<file path="src/rtl/key_event_pkg.sv">
// Shared types and constants for the key event classifier.
// Holds the FSM state encoding, event codes and counter widths.
package key_event_pkg;

    typedef enum logic [1:0] {
        ST_IDLE      = 2'd0,
        ST_PRESSED   = 2'd1,
        ST_LONG_HELD = 2'd2
    } state_t;

    localparam logic [1:0] EV_NONE     = 2'b00;
    localparam logic [1:0] EV_SHORT    = 2'b01;
    localparam logic [1:0] EV_LONG     = 2'b10;
    localparam logic [1:0] EV_LONG_REL = 2'b11;

    localparam int HOLD_W = 8;
    localparam logic [HOLD_W-1:0] HOLD_MAX = 8'hFF;

    // Tick counter width; never narrower than one bit.
    function automatic int tick_w(input int tt);
        return (tt > 1) ? $clog2(tt) : 1;
    endfunction

endpackage

</file>
<file path="src/rtl/key_event_tick_gen.sv">
// Hold-tick prescaler: counts 0..TIME_TICK-1 and pulses tick on the last count.
// clr holds the counter at zero.
module tick_gen
    import key_event_pkg::*;
#(
    parameter int TIME_TICK = 1000000
) (
    input  logic clk,
    input  logic res,
    input  logic clr,
    output logic tick
);

    localparam int TW = tick_w(TIME_TICK);
    localparam logic [TW-1:0] LAST = TW'(TIME_TICK - 1);

    logic [TW-1:0] cnt_r;

    // Prescaler counter with wrap at LAST.
    always_ff @(posedge clk or posedge res) begin
        if (res) begin
            cnt_r <= {TW{1'b0}};
        end else if (clr) begin
            cnt_r <= {TW{1'b0}};
        end else if (cnt_r == LAST) begin
            cnt_r <= {TW{1'b0}};
        end else begin
            cnt_r <= cnt_r + TW'(1);
        end
    end

    assign tick = ~clr & (cnt_r == LAST);

endmodule

</file>
<file path="src/rtl/key_event.sv">
// Classifies debounced key presses into SHORT / LONG / LONG_RELEASE events
// and holds the last event until the consumer acknowledges it.
module key_event
    import key_event_pkg::*;
#(
    parameter int TIME_TICK = 1000000
) (
    input  logic       clk,
    input  logic       res,
    input  logic       ena,
    input  logic       data_in,
    input  logic [7:0] long_time,
    input  logic       event_ack,
    output logic       press_pulse,
    output logic       release_pulse,
    output logic       event_valid,
    output logic [1:0] event_code,
    output logic       overflow
);

    state_t            state_r, state_s;
    logic              data_d_r, armed_r;
    logic [HOLD_W-1:0] hold_r;
    logic [HOLD_W:0]   hold_inc_s;
    logic              tick_s, tick_clr_s, hold_clr_s;
    logic              rise_s, fall_s, long_hit_s;
    logic              emit_s, press_s, release_s, ack_s;
    logic [1:0]        emit_code_s;
    logic              press_pulse_r, release_pulse_r, event_valid_r, overflow_r;
    logic [1:0]        event_code_r;

    // armed_r masks the first cycle after reset so a key held through reset is not a rise.
    assign rise_s     = data_in & ~data_d_r & armed_r;
    assign fall_s     = ~data_in & data_d_r;
    assign tick_clr_s = ~ena | (state_r != ST_PRESSED);
    assign hold_clr_s = ~ena | (state_r == ST_IDLE);
    assign hold_inc_s = {1'b0, hold_r} + 9'd1;
    assign ack_s      = event_ack & event_valid_r;

    // Threshold hit either on the wrap that reaches long_time or when already equal.
    assign long_hit_s = (long_time != 8'd0) &&
                        ((hold_r == long_time) ||
                         (tick_s && (hold_inc_s == {1'b0, long_time})));

    tick_gen #(.TIME_TICK(TIME_TICK)) u_tick_gen (
        .clk  (clk),
        .res  (res),
        .clr  (tick_clr_s),
        .tick (tick_s)
    );

    // Edge-detect history of the key level.
    always_ff @(posedge clk or posedge res) begin
        if (res) begin
            data_d_r <= 1'b0;
            armed_r  <= 1'b0;
        end else begin
            data_d_r <= data_in;
            armed_r  <= 1'b1;
        end
    end

    // FSM state register.
    always_ff @(posedge clk or posedge res) begin
        if (res) begin
            state_r <= ST_IDLE;
        end else begin
            state_r <= state_s;
        end
    end

    // FSM next state and event emission.
    always_comb begin
        state_s     = state_r;
        emit_s      = 1'b0;
        emit_code_s = EV_NONE;
        press_s     = 1'b0;
        release_s   = 1'b0;
        if (!ena) begin
            state_s = ST_IDLE;
        end else begin
            case (state_r)
                ST_IDLE: begin
                    if (rise_s) begin
                        state_s = ST_PRESSED;
                        press_s = 1'b1;
                    end else begin
                        state_s = ST_IDLE;
                    end
                end
                ST_PRESSED: begin
                    if (fall_s) begin
                        state_s     = ST_IDLE;
                        release_s   = 1'b1;
                        emit_s      = 1'b1;
                        emit_code_s = EV_SHORT;
                    end else if (long_hit_s) begin
                        state_s     = ST_LONG_HELD;
                        emit_s      = 1'b1;
                        emit_code_s = EV_LONG;
                    end else begin
                        state_s = ST_PRESSED;
                    end
                end
                ST_LONG_HELD: begin
                    if (fall_s) begin
                        state_s     = ST_IDLE;
                        release_s   = 1'b1;
                        emit_s      = 1'b1;
                        emit_code_s = EV_LONG_REL;
                    end else begin
                        state_s = ST_LONG_HELD;
                    end
                end
                default: begin
                    state_s = ST_IDLE;
                end
            endcase
        end
    end

    // Hold counter: counts ticks while pressed, saturates, frozen in LONG_HELD.
    always_ff @(posedge clk or posedge res) begin
        if (res) begin
            hold_r <= {HOLD_W{1'b0}};
        end else if (hold_clr_s) begin
            hold_r <= {HOLD_W{1'b0}};
        end else if ((state_r == ST_PRESSED) && tick_s && (hold_r != HOLD_MAX)) begin
            hold_r <= hold_r + 8'd1;
        end else begin
            hold_r <= hold_r;
        end
    end

    // Registered press/release pulses.
    always_ff @(posedge clk or posedge res) begin
        if (res) begin
            press_pulse_r   <= 1'b0;
            release_pulse_r <= 1'b0;
        end else begin
            press_pulse_r   <= press_s;
            release_pulse_r <= release_s;
        end
    end

    // Single-entry event register with sticky drop flag.
    always_ff @(posedge clk or posedge res) begin
        if (res) begin
            event_valid_r <= 1'b0;
            event_code_r  <= EV_NONE;
            overflow_r    <= 1'b0;
        end else if (emit_s && (!event_valid_r || event_ack)) begin
            event_valid_r <= 1'b1;
            event_code_r  <= emit_code_s;
            overflow_r    <= ack_s ? 1'b0 : overflow_r;
        end else if (emit_s) begin
            overflow_r <= 1'b1;
        end else if (ack_s) begin
            event_valid_r <= 1'b0;
            event_code_r  <= EV_NONE;
            overflow_r    <= 1'b0;
        end else begin
            event_valid_r <= event_valid_r;
        end
    end

    assign press_pulse   = press_pulse_r;
    assign release_pulse = release_pulse_r;
    assign event_valid   = event_valid_r;
    assign event_code    = event_code_r;
    assign overflow      = overflow_r;

endmodule

</file>
<file path="config.mk">
export PLATFORM = sky130hd
export DESIGN_NAME = key_event
export DESIGN_NICKNAME = d
export VERILOG_FILES = /design/src/rtl/key_event_pkg.sv /design/src/rtl/key_event_tick_gen.sv /design/src/rtl/key_event.sv
export SDC_FILE = /design/constraint.sdc
export NUM_CORES = 1
export LEC_CHECK = 0
export CAP_MARGIN = 20
export CORE_UTILIZATION = 45
export DETAILED_ROUTE_END_ITERATION = 12
export DONT_BUFFER_PORTS = 1
export SYNTH_ARGS = -nofsm -noshare
export SYNTH_HDL_FRONTEND = slang
export SYNTH_HIERARCHICAL = 1
export SYNTH_SLANG_ARGS = --single-unit
</file>
<file path="constraint.sdc">
create_clock -name clk -period 2.9 [get_ports clk]
set_clock_uncertainty 0.1 [all_clocks]
set_input_delay 0 -clock clk [delete_from_list [all_inputs] [get_ports clk]]
set_output_delay 0 -clock clk [all_outputs]
set_load 0.01 [all_outputs]
</file>
==> results.md <==
* Status: finished, final reports clean
* Switching Share at between 15 and 20%
* Drt first-iter violations at roughly 120
* Clock Root Buffer: clkbuf_8
* MaxCap Viol Count at 0
* Final hold violation count at 0
* RSZ-0062 raised after global routing: no
* Power share of the sequential group at 47.0%
* VDD IR max at approximately 290 µV
* Mapped Area at 0.00230 mm²
* Post-synth net total at 270
* Hpwl dp at roughly 3.5 mm
* Most used routing layer: met1
* Antenna violations before repair at 0
* Most common cell after layout, fill and taps aside: dfrtp_1
* Largest net degree at the start of global routing at 21
* Worst Path Max Fanout at 5
* Synth top area cells: dfrtp_1, xnor2_1, nor2_1
* Distinct cell type count after synthesis at 54
* GR Overflow Total at 0
* Internal Pwr Total at 921 µW
* Crit end category: flip-flop
* Initial Util at roughly 48%
* GPL Wtd Cong at roughly 0.94
* Worst-Skew Late Latency at a little under 0.3 ns
* Pre-CTS setup slack at around 0.21 ns
* Xor and xnor fraction of the mapped netlist area at 9.53%
* CP Class: reg2reg
* Sequential fraction of the synthesis area at 41.4%
* GR Util met2 at around 29%
* IO Pins at 19
* Startpoint types: flip-flop
* # nets final at between 200 and 300
* R2R Setup Slk at between 0.15 and 0.2 ns
* Clock share of power at approximately half
* Post-route ant nets at 0
* # rows at 25
* Vias per inst at around 5.4
* Adder-Cell Fraction of Synth Area at 3.27%
* WP data arrival at between 2 and 3 ns
* Post-CTS setup buffer count at 0
* CTS Buffer Depth at 2
* Met3 Track Usage GR at around 4.5%
* Post-cts hold buffer count at 4
* TritonCTS clock tree: yes
* Die Width at around 73 µm
* Net Switching at ~220 µW
* Post-synth EDFFs at 0
* Vias in the first global route at about 1.7k
* Die Area at between 0.005 and 0.006 mm²
* Comb power frac at between 4 and 5%
* Minimum clock period at 2.70 ns
* Total global-route track usage at 20.1%
* Area Overhead vs Synth at 11.5%
* 1st-pass router iterations at 4
* Yosys reg bits at 38
* CTS Buf Count at 5
* N_diodes at 0
* IO Port Bufs at 0
* Most frequent cells in the layout: dfrtp_1, nor2_1, nand2_1
* Post-Synthesis Cells at between 200 and 300
* Simple-gate area share of the yosys netlist at between 20 and 30%
* WL final at roughly 4.7 mm
* Crit share post-route at between 90 and 100%
* Post-synth top area share at 41.4%
* Clock Sinks at 38
* Total power per unit cell area at between 400 and 500 mW/mm²
* Remaining DRCs at 0
* Worst Tran Pin Value at around 0.74 ns
* Synth Area in Compound Gates at a little over an eighth
* Die height at between 70 and 80 µm
* Mux cell area share after synthesis at 0.435%
* CTS clk-pin slew, worst paths at ~0.080 ns
* Largest family of logic cells by synthesized area: simple AND/OR/NAND/NOR gates
* Syn_area_per_cell at between 9 and 10 µm²
* Layout cells sized above 1 at 8.85%
* Ys flop type: dfrtp_1
* Pins over their slew limit at 0
* Required @ worst endpoint at around 3 ns
* Core area at 0.00482 mm²
* H-tree depth reported by CTS at 2
* First-pass GRT wire length at 8.12 mm
* Leakage power at 1.01 nW
* Setup TNS at 0 ns
* Total number of vias at roughly 1.8k
* Fin worst setup slack at just under 0.2 ns
* Highest clock rate at 0.370 GHz
* Final setup violation count at 0
* Post_cts resized at 0
* Cell taking the most area after synthesis: dfrtp_1
* Routed len/inst at 14.4 µm
* Tightest Hold Check Type: in2reg
* GRT met1 Usage at approximately 29%
* Hold Slack at 0.130 ns
* Fraction of registers with async set or reset after synthesis at 100%
* Warnings, synthesis at 6
* Slew headroom at about half
[power by group through the flow]
stage	logic, mW	clock network, mW	registers [mW]
after floorplan	0.0371	0	0.548
after global placement	0.0467	0	0.549
after detailed placement	0.0465	0	0.549
after CTS	0.0526	0.573	0.538
after global routing	0.0596	0.593	0.539
final	0.0513	0.556	0.538
[synth_stat cells, drive strengths merged, types with 2 or more instances]
library cell and count:
nor2b 6, nand4 6, ha 6, nand3b 3
buf 3, a21o 2, o31ai 3, and3 4
dfrtp 38, nor3 5, a31oi 3, and4 2
inv 14, or3 6, xnor2 14, nor4b 2
nor2 31, and2 2, clkbuf 5, nand2b 6
o21a 2, o21ai 7, nand2 17, nor4 5
o211ai 2, a21oi 11, nand3 11, or2 2
or4 5, xor2 11
[flip-flops by register name, indices dropped and copies added, names as in the netlist]
register,count
event_valid,1
armed_r,1
event_code,2
press_pulse,1
data_d_r,1
release_pulse,1
overflow,1
u_tick_gen/cnt_r,20
state_r,2
hold_r,8
[layout make-up]
type,count,area (µm²)
fillers,490,2250
well taps,67,83.8
inverters,14,52.6
clock inverters,2,60.1
flip-flops and latches,38,951
repair buffers,9,77.6
clock buffers,6,82.6
multi-input cells,191,1260
[layer usage]
layer	share of wire, %	vias up
li1	-	902
met1	53	830
met5	0	-
met2	43	18
met4	1.6	0
met3	2.4	7
[critical path: stages, from the launching register on]
cell,delay [ns]
dfrtp_1,0.43
or4_1,0.51
nor3_1,0.20
nand4_1,0.12
nor2_1,0.15
o2111a_1,0.22
o221ai_2,0.15
a211oi_4,0.35
nand3b_1,0.12
a32o_1,0.25
[stage by stage]
stage / total power, mW / cell area, µm² / std cells / util, %
global route: 1.19 / 2560 / 327 / 53.2
detailed placement: 0.595 / 2380 / 315 / 49.4
CTS: 1.16 / 2560 / 327 / 53.2
finish: 1.15 / 2560 / 327 / 53.2
global placement: 0.596 / 2380 / 315 / 49.4
floorplan: 0.585 / 2300 / 251 / -
[kinds of logic (layout without fill, tap and decap cells)]
group | after synthesis | count (layout)
xor+xnor | 25 | 25
simple gates | 117 | 117
mux | 1 | 1
flops | 38 | 38
other cells | 1 | 1
compound gates | 41 | 41
fa+ha+maj | 6 | 6
buf+inv | 22 | 31
[worst paths after layout]
path,end,depth (start not counted),from
hold reg to reg,u_tick_gen/cnt_r[0],1,u_tick_gen/cnt_r[0]
setup / recovery,event_code[0],9,u_tick_gen/cnt_r[12]
hold / removal,u_tick_gen/cnt_r[1],3,ena
min in group asynchronous,armed_r,2,res
setup reg to reg,event_code[0],9,u_tick_gen/cnt_r[12]
max in group asynchronous,u_tick_gen/cnt_r[19],2,res
Note: power is estimated with default switching activity, not from simulation.
